--- src/rtl/dh_pkg.sv ---
// Shared definitions for the Diffie-Hellman datapath.
// Holds datapath widths and the modular-reducer state encoding.
package dh_pkg;

    localparam int DH_DIVIDEND_W = 64;
    localparam int DH_MOD_W      = 32;

    typedef logic [1:0] mr_state_t;

    localparam mr_state_t MR_IDLE = 2'd0;
    localparam mr_state_t MR_RUN  = 2'd1;
    localparam mr_state_t MR_DONE = 2'd2;

endpackage

--- src/rtl/mod_sub_step.sv ---
// One restoring shift-subtract step: next = {rem,bit} mod m.
// Kept separate so a radix-4 reducer can chain two of these.
module mod_sub_step
    import dh_pkg::*;
#(
    parameter int MOD_W = DH_MOD_W
) (
    input  logic [MOD_W-1:0] i_rem,
    input  logic             i_bit_in,
    input  logic [MOD_W-1:0] i_mod,
    output logic [MOD_W-1:0] o_rem
);

    logic [MOD_W:0] w_t;
    logic [MOD_W:0] w_m;
    logic           w_ge;

    assign w_t  = {i_rem, i_bit_in};
    assign w_m  = {1'b0, i_mod};
    assign w_ge = (w_t >= w_m);

    // rem < mod on entry, so t - mod < mod fits in MOD_W bits
    assign o_rem = w_ge ? MOD_W'(w_t - w_m) : w_t[MOD_W-1:0];

endmodule

--- src/rtl/mod_reduce.sv ---
// Sequential radix-2 modular reducer: remainder = value mod modulus.
// Optional early exit for value < modulus: MOD_REDUCE_EARLY_EXIT_EN.
module mod_reduce
    import dh_pkg::*;
#(
    parameter int DIVIDEND_W = DH_DIVIDEND_W,
    parameter int MOD_W      = DH_MOD_W
) (
    input  logic                  clk,
    input  logic                  rst,
    input  logic                  start,
    input  logic [DIVIDEND_W-1:0] value,
    input  logic [MOD_W-1:0]      modulus,
    output logic [MOD_W-1:0]      remainder,
    output logic                  busy,
    output logic                  done,
    output logic                  err
);

    localparam int CNT_W = $clog2(DIVIDEND_W) + 1;

    mr_state_t             r_state;
    mr_state_t             w_state_nxt;
    logic [DIVIDEND_W-1:0] r_shift;
    logic [MOD_W-1:0]      r_mod;
    logic [MOD_W-1:0]      r_rem;
    logic [CNT_W-1:0]      r_count;
    logic                  r_zero;
    logic                  r_early;
    logic                  r_err;
    logic [MOD_W-1:0]      w_rem_nxt;
    logic                  w_last;
    logic                  w_early_acc;

`ifdef MOD_REDUCE_EARLY_EXIT_EN
    assign w_early_acc = (modulus != '0) &&
                         (value < DIVIDEND_W'(modulus));
`else
    assign w_early_acc = 1'b0;
`endif

    assign w_last = (r_count == CNT_W'(DIVIDEND_W - 1));

    mod_sub_step #(
        .MOD_W (MOD_W)
    ) u_step (
        .i_rem    (r_rem),
        .i_bit_in (r_shift[DIVIDEND_W-1]),
        .i_mod    (r_mod),
        .o_rem    (w_rem_nxt)
    );

    // State register
    always_ff @(posedge clk or negedge rst) begin
        if (!rst) begin
            r_state <= MR_IDLE;
        end else begin
            r_state <= w_state_nxt;
        end
    end

    // Next-state logic; zero modulus and early exit leave RUN after one edge
    always_comb begin
        w_state_nxt = r_state;
        case (r_state)
            MR_IDLE: begin
                if (start) begin
                    w_state_nxt = MR_RUN;
                end
            end
            MR_RUN: begin
                if (r_zero || r_early || w_last) begin
                    w_state_nxt = MR_DONE;
                end
            end
            MR_DONE: w_state_nxt = MR_IDLE;
            default: w_state_nxt = MR_IDLE;
        endcase
    end

    // Status outputs decoded from state
    always_comb begin
        busy = (r_state != MR_IDLE);
        done = (r_state == MR_DONE);
    end

    // Datapath: capture on accept, one dividend bit per RUN cycle
    always_ff @(posedge clk or negedge rst) begin
        if (!rst) begin
            r_shift <= '0;
            r_mod   <= '0;
            r_rem   <= '0;
            r_count <= '0;
            r_zero  <= 1'b0;
            r_early <= 1'b0;
            r_err   <= 1'b0;
        end else begin
            case (r_state)
                MR_IDLE: begin
                    if (start) begin
                        r_shift <= value;
                        r_mod   <= modulus;
                        r_rem   <= '0;
                        r_count <= '0;
                        r_zero  <= (modulus == '0);
                        r_early <= w_early_acc;
                        r_err   <= 1'b0;
                    end
                end
                MR_RUN: begin
                    if (r_zero) begin
                        r_rem <= '0;
                        r_err <= 1'b1;
                    end else if (r_early) begin
                        r_rem <= r_shift[MOD_W-1:0];
                    end else begin
                        r_rem   <= w_rem_nxt;
                        r_shift <= r_shift << 1;
                        r_count <= r_count + 1'b1;
                    end
                end
                default: ;
            endcase
        end
    end

    assign remainder = r_rem;
    assign err       = r_err;

endmodule

--- config.mk ---
export PLATFORM = sky130hd
export DESIGN_NAME = mod_reduce
export DESIGN_NICKNAME = d
export VERILOG_FILES = /design/src/rtl/dh_pkg.sv /design/src/rtl/mod_sub_step.sv /design/src/rtl/mod_reduce.sv
export SDC_FILE = /design/constraint.sdc
export NUM_CORES = 1
export LEC_CHECK = 0
export BUFFER_PORTS_ARGS = -buffer_cell sky130_fd_sc_hd__buf_2
export CELL_PAD_IN_SITES_DETAIL_PLACEMENT = 0
export CELL_PAD_IN_SITES_GLOBAL_PLACEMENT = 1
export CORE_AREA = 2 2 139 141
export CTS_BUF_LIST = sky130_fd_sc_hd__clkbuf_16
export DETAILED_ROUTE_END_ITERATION = 10
export DIE_AREA = 0 0 141 143
export PLACE_DENSITY_LB_ADDON = 0.1
export SKIP_CTS_REPAIR_TIMING = 1
export SKIP_LAST_GASP = 1
export SYNTH_ARGS = -nofsm -noshare
export SYNTH_HDL_FRONTEND = slang
export SYNTH_SLANG_ARGS = --single-unit
--- constraint.sdc ---
create_clock -name clk -period 3.36 [get_ports clk]
set_clock_uncertainty 0.1 [all_clocks]
set_input_delay 0.672 -clock clk [delete_from_list [all_inputs] [get_ports clk]]
set_output_delay 0.672 -clock clk [all_outputs]
set_load 0.05 [all_outputs]
# == Yosys cells after proc, flatten, opt, wreduce, memory -nomap -nowiden ==
# Cells that the tools add are included.
# W data, S select, Z words.
# word_totals
reg_bits,139
wordCells,43
input_bits,99
# op_classes
n_mux,16
order_cmp,1
n_addsub,2
reduce_logical,10
eq_ne,7
# ops
operator,n
$mux W64,2
$pmux W64 S2,1
$mux W32,3
$pmux W32 S2,1
$ge A33 B32 Y1,1
$logic_not A32 Y1,1
$sub A32 B32 Y32,1
$mux W7,2
$pmux W7 S2,1
$ne A2 B2 Y1 const B,4
$add A7 B1 Y7 const B,1
$eq A7 B6 Y1 const B,1
$reduce_and A2 Y1,3
$reduce_and A3 Y1,2
$mux W2,2
$pmux W2 S2,1
$reduce_bool A2 Y1,2
$eq A2 B1 Y1 const B,1
$eq A2 B2 Y1 const B,1
$logic_not A2 Y1,1
$mux W1,2
$pmux W1 S2,1
$logic_or A1 B1 Y1,1

# == Longest topological paths before layout ==
# Gate-level depths: netlist of run 1.
# depth
depth_word,4
mapped_depth,13

# == Cells and area by module ==
# Synthesis of run 1 repeated with hierarchy kept, for this count alone.
# hier_totals
cells_unflattened,896
hier_area_um2,8081.5
# by_module_without_submodules
mod,area_each_um2,n_inst,cells_each,seq_area_each_um2
mod_reduce,5881.9,1,551,3478.3
mod_sub_step,2199.6,1,345,0.0

# == Worst setup path before layout of run 1 ==
# Ideal clock, no wire load.
# synth_timing
path_type,register to register
from,"reg r_rem[0], in the netlist remainder[0]"
to,"reg r_rem[30], in the netlist remainder[30]"
slack_ps,401
stages_incl_launch_ff,12
setup_ps,80
period_less_slack_ps,2959
t_required_ps,3180
arrival_ps,2778
path_cell_list,dfrtp_1 -> inv_1 -> fa_1 -> and2b_2 -> o21bai_1 -> a21boi_2 -> nor3_2 -> o311ai_4 -> a31o_1 -> a31oi_1 -> mux2_1 -> o211ai_2
# synth_between
elab_chain_cells,4
word_cells_on_any_way,5
cone_classes,add/sub (1); order compare (1); mux (3)
# synth_rtl
element,line,rtl
start: declaration,mod_reduce.sv:26,logic [MOD_W-1:0] r_rem;
start signal: assignment,mod_reduce.sv:115,r_rem <= r_shift[MOD_W-1:0];
start signal: assignment,mod_reduce.sv:117,r_rem <= w_rem_nxt;
$sub A32 B32 Y32 / $ge A33 B32 Y1 (equally long branches),"mod_sub_step.sv:23, mod_sub_step.sv:20",
$mux W32 (*),mod_sub_step.sv:23,assign o_rem = w_ge ? MOD_W'(w_t - w_m) : w_t[MOD_W-1:0];
$mux W32 (*),mod_reduce.sv:111,if (r_zero) begin
$pmux W32 S2 (*),mod_reduce.sv:98,case (r_state)
# Mark *: on every way between the ends. The rest lies on a longest branch, timed or not.
# A chain may end at the register's enable or synchronous reset.

# == Worst setup path in the final report of run 1 ==
# layout_timing
from,reg r_shift[63]
to,"reg r_rem[30], in the netlist remainder[30]"
# layout_between
elab_chain_cells,4
word_cells_on_any_way,5
cone_classes,add/sub (1); order compare (1); mux (3)
# layout_rtl
element,line,rtl
start: declaration,mod_reduce.sv:24,logic [DIVIDEND_W-1:0] r_shift;
start signal: assignment,mod_reduce.sv:101,r_shift <= value;
start signal: assignment,mod_reduce.sv:118,r_shift <= r_shift << 1;
$sub A32 B32 Y32 / $ge A33 B32 Y1 (equally long branches),"mod_sub_step.sv:23, mod_sub_step.sv:20",
$mux W32 (*),mod_sub_step.sv:23,
$mux W32 (*),mod_reduce.sv:111,
$pmux W32 S2 (*),mod_reduce.sv:98,
# Marks and branches as above.

==> summary.md, run 1 <==
| Metric | Value |
|---|---|
| Status | complete, no violations |
| IO Pins | 134 |
| PortBufs | 133 |
| Slew headroom | 28.3% |
| Global-route wire length before repair | 32700 microns |
| Seq/Total Area, Yosys | 43.0% |
| Total area of sequential cells | 3480 sq um |
| Cell area after layout | 9560 sq um |
| Antenna diodes | 0 |
| DRT iter0 DRCs | 287 |
| Share of cells above drive strength 1 | 21.4% |
| Root buffer cell | clkbuf_16 |
| Starting Density | 43.6% |
| Final Power | 0.00368 W |
| Netlist cell types | 71 |
| Min Tclk post-route | 3.09 ns |
| Pre-antenna DRT Iters | 4 |
| Largest stage delay, worst path | 0.40 ns |
| TNS Setup | 0 ns |
| Routed length per instance | 16.0 microns |
| Post-route ant nets | 0 |
| FF+latch count, synth | 139 |
| CP endpoint kind | flip-flop |
| Number of global-route vias before repair | 6334 |
| Hold_ws | 0.0204 ns |
| Total track usage | 20.4% |
| Async S/R FF share, synth | 100% |
| Wirelength, routed | 19800 microns |
| CP Cell Sequence | inv_1 -> ha_1 -> fa_1 -> and2b_2 -> o21bai_1 -> a21boi_2 -> nor3_2 -> o311ai_4 -> a31o_1 -> a31oi_1 -> mux2_1 -> o211ai_2 |
| Worst-skew pair later-pin latency | 0.42 ns |
| Final Slew Violations | 0 |
| Die width | 141 microns |
| DRC | 0 |
| Vias | 6514 |
| Cells after synthesis | 875 |
| Reg-to-reg critical path startpoint | r_shift[63] |
| Max Cap Viol | 0 |
| TritonCTS clock tree | done |
| Worst Max-Slew Pin Slew | 1.08 ns |
| Placement row count | 50 |
| Fillers | 1820 |
| Setup crit start kind | flip-flop |
| Req. time, crit path | 3.61 ns |
| Placed Area | 8970 sq um |
| Final HPWL DP | 14200 microns |
| Critical Path Start | r_shift[63] |
| Kind of critical path | reg -> reg |
| CTS sink count | 139 |
| Pin count of the biggest net entering global routing | 124 |
| Setup repair after global routing missed its margin | false |
| Worst Hold Class | in -> async |
| Die footprint | 20200 sq um |
| Critical-path maximum fanout | 3 |
| EDFF count, synth | 0 |
| Final hold vios | 0 |
| Final setup violating endpoints | 0 |
| Warnings, synthesis | 0 |
| Leakage | 4.89 nW |
| Synthesized net count | 1008 |
| Nets@finish | 1127 |
| Most common cell after layout, fill and taps aside | nand2_1 |
| Max Root-Sink Buffers | 2 |
| Worst VDD drop | 0.349 mV |
| Final Cycle Share | 92.0% |
| Cts bufs inserted | 17 |
| Via density | 5.25 |
| Multi-input logic area | 4230 sq um |
| Area grow syn2layout | 18.1% |
| Pwr/cell area | 385 nW/um^2 |
| Initial antenna violation count | 0 |
| CP max stage cell | dfrtp_1 |
| Max frequency | 324 MHz |
| Syn avg cell area | 9.25 sq um |
| Worst Path Arrival | 3.34 ns |
| Core Footprint | 18600 sq um |
| Die height | 143 microns |
| Gpl congestion | 0.817 |
| Most frequent cells in the layout | 147 x nand2_1, 139 x dfrtp_1, 132 x buf_2 |
| Post-Syn Area | 8090 sq um |
| Clock-pin slew on the worst setup and hold paths | 0.06 ns |
| Total congestion overflow | 0 |
| # H-tree levels | 4 |
| Primary FF master, synth | dfrtp_1 |
## area by class of cell
type / count / area share, %
multi-input combinational: 645 / 44.2
tap: 234 / 3.06
clock inverter: 14 / 1.68
clock buffer: 17 / 4.45
timing repair buffer: 150 / 8.62
inverter: 41 / 1.61
sequential: 139 / 36.4
## per-layer routing
metal  part of all wire, %  GRT usage, %  vias up  wire length [microns]
li1                      -             -     3303                      -
met1                    48          27.7     3083                   9500
met2                    46          32.0      109                   9130
met3                   4.6          5.84       19                    907
met4                   1.3          5.74        0                    261
met5                     0             0        -                      0
## report_power, final
| group | internal, W | leakage [nW] | switching, W |
|---|---|---|---|
| clock network | 0.00111 | 0.279 | 0.000796 |
| logic | 0.0000471 | 2.97 | 0.0000554 |
| registers | 0.00167 | 1.64 | 0 |
## registers in the layout (all words and copies together) (netlist names)
| register | cells |
|---|---|
| err | 1 |
| r_count | 7 |
| r_mod | 32 |
| r_shift | 64 |
| r_state | 2 |
| r_zero | 1 |
| remainder | 32 |
## worst max-delay path: cells and delay by family (launching register included)
family / cells / cell delay [ns]
AND/OR/NAND/NOR: 2 / 0.61
adder cells (fa/ha/maj): 2 / 0.38
buffers and inverters: 1 / 0.06
AO/OA/AOI/OAI: 6 / 1.10
flip-flops: 1 / 0.40
multiplexers: 1 / 0.36
## through the flow
stage               utilization (%)  std cells  setup slack [ns]
finish                         51.5       1240             0.269
global route                   51.5       1240            0.0597
CTS                            51.4       1239             0.246
detailed placement             48.3       1208             0.252
global placement               48.3       1208             0.246
floorplan                         -        875             0.401
## final timing paths
| path | depth (start not counted) | to | slack (ns) |
|---|---|---|---|
| hold / removal | 1 | r_mod[6] | 0.02 |
| hold reg to reg | 2 | r_shift[60] | 0.38 |
| min in group clk | 3 | r_mod[21] | 0.36 |
| setup / recovery | 12 | remainder[30] | 0.27 |
| max in group asynchronous | 2 | r_shift[58] | 2.37 |
| setup reg to reg | 12 | remainder[30] | 0.27 |
## cell families (layout without fill, tap and decap cells)
family | count (synthesis) | after routing | synth area share, %
AO/OA/AOI/OAI | 255 | 255 | 20.0
XOR/XNOR | 27 | 27 | 2.92
adder cells (fa/ha/maj) | 34 | 34 | 5.35
buffers and inverters | 91 | 222 | 5.07
flip-flops | 139 | 139 | 43.0
multiplexers | 82 | 82 | 10.2
AND/OR/NAND/NOR | 247 | 247 | 13.5
## synth_stat cells (3+ instances only)
cell type / count / area [sq um]
a21o_2: 5 / 43.8
o211ai_1: 3 / 22.5
clkbuf_1: 26 / 97.6
o21ai_1: 3 / 15.0
nand2b_1: 3 / 18.8
o21ai_0: 131 / 656
o21bai_1: 3 / 22.5
nand2_1: 147 / 552
buf_2: 5 / 25.0
and2_1: 3 / 18.8
buf_4: 4 / 30.0
dfrtp_1: 139 / 3480
xor2_1: 16 / 140
a22o_1: 11 / 96.3
o21a_1: 7 / 52.6
nor3_1: 5 / 25.0
clkbuf_8: 3 / 41.3
xnor2_1: 11 / 96.3
nor2_1: 36 / 135
a31oi_1: 3 / 18.8
or3_1: 4 / 25.0
ha_1: 33 / 413
a211oi_1: 3 / 22.5
mux2i_1: 78 / 781
nor4_1: 11 / 68.8
a211o_1: 3 / 26.3
a21oi_1: 39 / 195
buf_1: 8 / 30.0
nand4_1: 7 / 43.8
nand3_1: 12 / 60.1
inv_1: 41 / 154
nor2b_1: 7 / 43.8
a21o_1: 18 / 135
(Power assumes the default switching activity.)
==> run 2: changes to the inputs <==
Settings changed: PLACE_DENSITY set to 0.83, PLACE_DENSITY_LB_ADDON 0.1 to unset.
==> run 2 against run 1 <==
Compared with the run above: clock power barely moved; die area is the same; global-route usage is 0.18 points higher; maximum frequency rose by 2.1%; worst setup slack improved by 0.065 ns; critical path depth decreased by 2; clock-buffer cell count is the same; non-clock buffer count is 4 lower; critical path type unchanged; largest cell class unchanged; largest power group unchanged.
==> summary.md, run 2 (synthesis gave the netlist of run 1 again) <==
| Metric | Value |
|---|---|
| DRC | 0 (unchanged) |
| Req. time, crit path | 3.57 ns (was 3.61 ns) |
| Reg-to-reg critical path startpoint | remainder[25] (was r_shift[63]) |
| Leakage | 4.87 nW (was 4.89 nW) |
| Register with the most flip-flops | r_shift (unchanged) |
| CP max stage cell | ha_1 (was dfrtp_1) |
| Root buffer cell | clkbuf_16 (unchanged) |
| Kind of critical path | reg -> reg (unchanged) |
| Worst Max-Slew Pin Slew | 1.07 ns (was 1.08 ns) |
| Initial antenna violation count | 1 (was 0) |
| Top delay family on crit path | compound AO/OA/AOI/OAI gates (unchanged) |
| Largest stage delay, worst path | 0.42 ns (was 0.40 ns) |
| Critical-path maximum fanout | 16 (was 3) |
| CP Cell Sequence | ha_1 -> nand4_1 -> nor4_2 -> a31oi_1 -> o21ai_1 -> o32ai_1 -> a21oi_4 -> buf_4 -> mux2_2 -> a22o_1 (was inv_1 -> ha_1 -> fa_1 -> and2b_2 -> o21bai_1 -> a21boi_2 -> nor3_2 -> o311ai_4 -> a31o_1 -> a31oi_1 -> mux2_1 -> o211ai_2) |
| Pwr/cell area | 388 nW/um^2 (was 385 nW/um^2) |
| Routed length per instance | 15.8 microns (was 16.0 microns) |
| Area grow syn2layout | 17.7% (was 18.1%) |
| Number of global-route vias before repair | 6744 (was 6334) |
| TNS Setup | 0 ns (unchanged) |
| Placement row count | 50 (unchanged) |
| Vias | 6534 (was 6514) |
| TritonCTS clock tree | done (unchanged) |
| Fillers | 1774 (was 1820) |
| Status | complete, no violations (unchanged) |
| Die height | 143 microns (unchanged) |
| Final Slew Violations | 0 (unchanged) |
| Max Root-Sink Buffers | 2 (unchanged) |
| Max Cap Viol | 0 (unchanged) |
| Via density | 5.28 (was 5.25) |
| Most common cell after layout, fill and taps aside | nand2_1 (unchanged) |
| Worst path buffer plus inverter count | 1 (unchanged) |
| Worst VDD drop | 0.327 mV (was 0.349 mV) |
| IO Pins | 134 (unchanged) |
| DRT iter0 DRCs | 224 (was 287) |
| Total track usage | 20.6% (was 20.4%) |
| # H-tree levels | 4 (unchanged) |
| CP endpoint kind | flip-flop (unchanged) |
| Nets@finish | 1123 (was 1127) |
| FF-to-FF path depth | 10 (was 12) |
| PortBufs | 133 (unchanged) |
| Total congestion overflow | 0 (unchanged) |
| Final Cycle Share | 90.1% (was 92.0%) |
| Setup crit start kind | flip-flop (unchanged) |
| Antenna diodes | 0 (unchanged) |
| Min Tclk post-route | 3.03 ns (was 3.09 ns) |
| Gpl congestion | 0.862 (was 0.817) |
| CTS sink count | 139 (unchanged) |
| Wirelength, routed | 19600 microns (was 19800 microns) |
| Pin count of the biggest net entering global routing | 78 (was 124) |
| Die footprint | 20200 sq um (unchanged) |
| Worst Hold Class | in -> async (unchanged) |
| Max frequency | 330 MHz (was 324 MHz) |
| Share of cells above drive strength 1 | 21.1% (was 21.4%) |
| Starting Density | 43.6% (unchanged) |
| Post-route ant nets | 0 (unchanged) |
| Cts bufs inserted | 17 (unchanged) |
| Die width | 141 microns (unchanged) |
| Register-to-Register Setup Slack | 0.33 ns (was 0.27 ns) |
| Worst-skew pair later-pin latency | 0.43 ns (was 0.42 ns) |
| Final HPWL DP | 14300 microns (was 14200 microns) |
| Core Footprint | 18600 sq um (unchanged) |
| Global-route wire length before repair | 33300 microns (was 32700 microns) |
| Worst Path Arrival | 3.24 ns (was 3.34 ns) |
| Clock-pin slew on the worst setup and hold paths | 0.07 ns (was 0.06 ns) |
| Final hold vios | 0 (unchanged) |
| Slew headroom | 29.0% (was 28.3%) |
| Setup repair after global routing missed its margin | false (unchanged) |
| Most frequent cells in the layout | 147 x nand2_1, 139 x dfrtp_1, 132 x buf_2 (unchanged) |
| Hold_ws | 0.118 ns (was 0.0204 ns) |
| Final setup violating endpoints | 0 (unchanged) |
| Pre-antenna DRT Iters | 4 (unchanged) |
| FF-to-FF End | remainder[10] (was remainder[30]) |
| Max FFs per register | 64 (unchanged) |
## run 2: changes by cell type in the layout (fill, tap and decap cells not counted)
| cell | change |
|---|---|
| inv_6 | -1 |
| buf_4 | -3 |
| clkinv_2 | +1 |
| buf_12 | -1 |
| clkinvlp_4 | +1 |
## run 2: cell type report
| type | count | area [sq um] | area share (%) |
|---|---|---|---|
| Tap cell | 234 | 293 | 3.07 |
| Sequential cell | 139 | 3480 | 36.5 |
| Clock buffer | 17 | 425 | 4.47 |
| Clock inverter | 15 | 164 | 1.72 |
| Timing Repair Buffer | 146 | 782 | 8.21 |
| Inverter | 41 | 154 | 1.62 |
| Multi-Input combinational cell | 645 | 4230 | 44.4 |
## run 2: routing by layer
layer | wire, microns | GRT usage, %
met1 | 9140 | 26.9
met2 | 9050 | 33.9
met3 | 1120 | 5.23
met4 | 267 | 6.05
met5 | 11 | 0
## run 2: worst max path at each step
| stage | cells after the start | end | from |
|---|---|---|---|
| 2_1_floorplan | 11 | remainder[30] | remainder[0] |
| 3_5_place_dp | 12 | remainder[30] | r_shift[63] |
| 5_1_grt | 12 | remainder[24] | r_shift[63] |
| 4_1_cts | 12 | remainder[30] | r_shift[63] |
| 3_3_place_gp | 10 | remainder[10] | remainder[28] |
| 6_report | 10 | remainder[10] | remainder[25] |
## run 2: through the flow
stage,cell area (sq um),power [W],utilization (%),setup WS [ns],std cells
after floorplan,8090,0.00171,-,0.401,875
after global placement,8930,0.00181,48.1,0.453,1205
after detailed placement,8930,0.00181,48.1,0.385,1205
after CTS,9520,0.00374,51.2,0.333,1237
after global routing,9520,0.00381,51.2,0.0420,1237
final,9520,0.00369,51.2,0.334,1237
## run 2: report_power, final
part           total, W  leakage, nW  switching, W  internal [W]
sequential      0.00167         1.64             0       0.00167
clock           0.00192        0.279      0.000812       0.00111
combinational  0.000102         2.95     0.0000550     0.0000470
total           0.00369         4.87      0.000867       0.00283
==> run 3: changes to the inputs <==
Settings changed: ABC_CLOCK_PERIOD_IN_PS set to 3360, RECOVER_POWER set to 100.
==> run 3 against run 2 <==
Compared with the run above: the flow now finishes with violations (capacitance limit, slew limit); sequential share of layout area grew 0.43 points; register-to-register slack lost 0.096 ns; first-iteration DRC count grew 12%; non-clock buffer count is the same; critical path type unchanged; largest cell class unchanged; highest routed layer unchanged.
==> summary.md, run 3 (synthesis gave the netlist of run 1 again) <==
| Metric | Value |
|---|---|
| Die height | 143 microns (unchanged) |
| Status | complete, but fails checks (was complete, no violations) |
| Placed Area | 8930 sq um (unchanged) |
| Slew headroom | -38.4% (was 29.0%) |
| Setup crit start kind | flip-flop (unchanged) |
| DRT iter0 DRCs | 250 (was 224) |
| Worst VDD drop | 0.321 mV (was 0.327 mV) |
| Total congestion overflow | 0 (unchanged) |
| Post-route ant nets | 0 (unchanged) |
| Vias | 6518 (was 6534) |
| Placed instance count | 1205 (unchanged) |
| CP endpoint kind | flip-flop (unchanged) |
| Worst-skew pair later-pin latency | 0.42 ns (was 0.43 ns) |
| PortBufs | 133 (unchanged) |
| Min Tclk post-route | 3.12 ns (was 3.03 ns) |
| Antenna diodes | 0 (unchanged) |
| Routed length per instance | 15.8 microns (about the same) |
| Number of global-route vias before repair | 6744 (unchanged) |
| IO Pins | 134 (unchanged) |
| TritonCTS clock tree | done (unchanged) |
| Req. time, crit path | 3.57 ns (about the same) |
| Worst Max-Slew Pin Slew | 2.08 ns (was 1.07 ns) |
| TNS Setup | 0 ns (unchanged) |
| Leakage | 4.76 nW (was 4.87 nW) |
| Cell area after layout | 9410 sq um (was 9520 sq um) |
| # H-tree levels | 4 (unchanged) |
| Total track usage | 20.6% (unchanged) |
| Hold_sp | modulus[7] |
| Cts bufs inserted | 17 (unchanged) |
| Setup repair after global routing missed its margin | false (unchanged) |
| Root buffer cell | clkbuf_16 (unchanged) |
| Die width | 141 microns (unchanged) |
| Reg-to-reg critical path startpoint | remainder[0] (was remainder[25]) |
| Final Cycle Share | 92.9% (was 90.1%) |
| Die footprint | 20200 sq um (unchanged) |
| Final HPWL DP | 14300 microns (unchanged) |
| Pin count of the biggest net entering global routing | 78 (unchanged) |
| Nets@finish | 1123 (unchanged) |
| Register with the most flip-flops | r_shift (unchanged) |
| Clock-pin slew on the worst setup and hold paths | 0.06 ns (was 0.07 ns) |
| DRC | 0 (unchanged) |
| Core Footprint | 18600 sq um (unchanged) |
| Worst Hold Class | in -> reg (was in -> async) |
| Final Power | 0.00369 W (about the same) |
| Final setup violating endpoints | 0 (unchanged) |
| Most frequent cells in the layout | 147 x nand2_1, 139 x dfrtp_1, 132 x o21ai_0 (was 147 x nand2_1, 139 x dfrtp_1, 132 x buf_2) |
| Area grow syn2layout | 16.3% (was 17.7%) |
| Final Slew Violations | 66 (was 0) |
| Via density | 5.27 (was 5.28) |
| Finished Layout Cells | 1237 (unchanged) |
| Fillers | 1795 (was 1774) |
| Critical Path Start | remainder[0] (was remainder[25]) |
| Global-route wire length before repair | 33300 microns (unchanged) |
| Pwr/cell area | 392 nW/um^2 (was 388 nW/um^2) |
| Starting Density | 43.6% (unchanged) |
| Pre-antenna DRT Iters | 4 (unchanged) |
| Most common cell after layout, fill and taps aside | nand2_1 (unchanged) |
| Max Cap Viol | 1 (was 0) |
| Max frequency | 320 MHz (was 330 MHz) |
| Max Root-Sink Buffers | 2 (unchanged) |
| Max FFs per register | 64 (unchanged) |
| Final hold vios | 0 (unchanged) |
| Worst Path Arrival | 3.33 ns (was 3.24 ns) |
| Violated checks | capacitance limit, slew limit |
| Placement row count | 50 (unchanged) |
| Share of cells above drive strength 1 | 17.2% (was 21.1%) |
| Wirelength, routed | 19500 microns (was 19600 microns) |
| Initial antenna violation count | 1 (unchanged) |
| CTS sink count | 139 (unchanged) |
| Kind of critical path | reg -> reg (unchanged) |
| Critical-path maximum fanout | 16 (unchanged) |
| Gpl congestion | 0.862 (unchanged) |
run 3: cell count changes in the layout (fill, tap and decap cells not counted), sizes merged:
cell    delta
buf       -41
clkbuf    +41
run 3: area by class of cell:
cell class | instances | area, sq um | area share [%]
timing repair buffer | 146 | 703 | 7.47
inverter | 41 | 154 | 1.64
clock buffer | 17 | 425 | 4.52
sequential | 139 | 3480 | 37.0
multi-input combinational | 645 | 4190 | 44.6
clock inverter | 15 | 164 | 1.74
tap | 234 | 293 | 3.11
run 3: report_power, final:
group          leakage, nW  internal, W  switching (W)
clock network        0.279      0.00111       0.000807
registers             1.64      0.00167              0
logic                 2.84    0.0000439      0.0000545
run 3: critical path, stage by stage (launching register included):
cell and delay [ns]:
dfrtp_1 0.42, ha_1 0.32, nor2b_1 0.19, o2111a_1 0.23
o21ai_2 0.08, o31ai_2 0.40, a31oi_2 0.24, a21oi_4 0.21
buf_4 0.26, mux2_2 0.36, a22o_1 0.19
run 3: metrics by stage:
step	setup WS, ns	hold WS [ns]	util, %
floorplan	0.401	0.276	-
global placement	0.453	0.360	48.1
detailed placement	0.385	0.370	48.1
CTS	0.333	0.138	51.2
global route	0.0423	0.375	50.6
finish	0.238	0.370	50.6
run 3: routing by layer:
layer	up-vias	global-route usage, %	part of all wire [%]
met2	131	33.9	47
met4	2	6.05	1.2
met5	-	0	0.067
met3	23	5.23	5.1
li1	3293	-	-
met1	3069	26.9	47
run 3: final timing paths:
kind | to | slack, ns | cells after the start
min in group asynchronous | r_mod[11] | 0.50 | 1
worst max register to register | remainder[10] | 0.24 | 10
worst min register to register | r_shift[9] | 0.38 | 2
worst max-delay path | remainder[10] | 0.24 | 10
worst min-delay path | r_mod[7] | 0.37 | 3
max in group asynchronous | r_shift[55] | 0.65 | 2
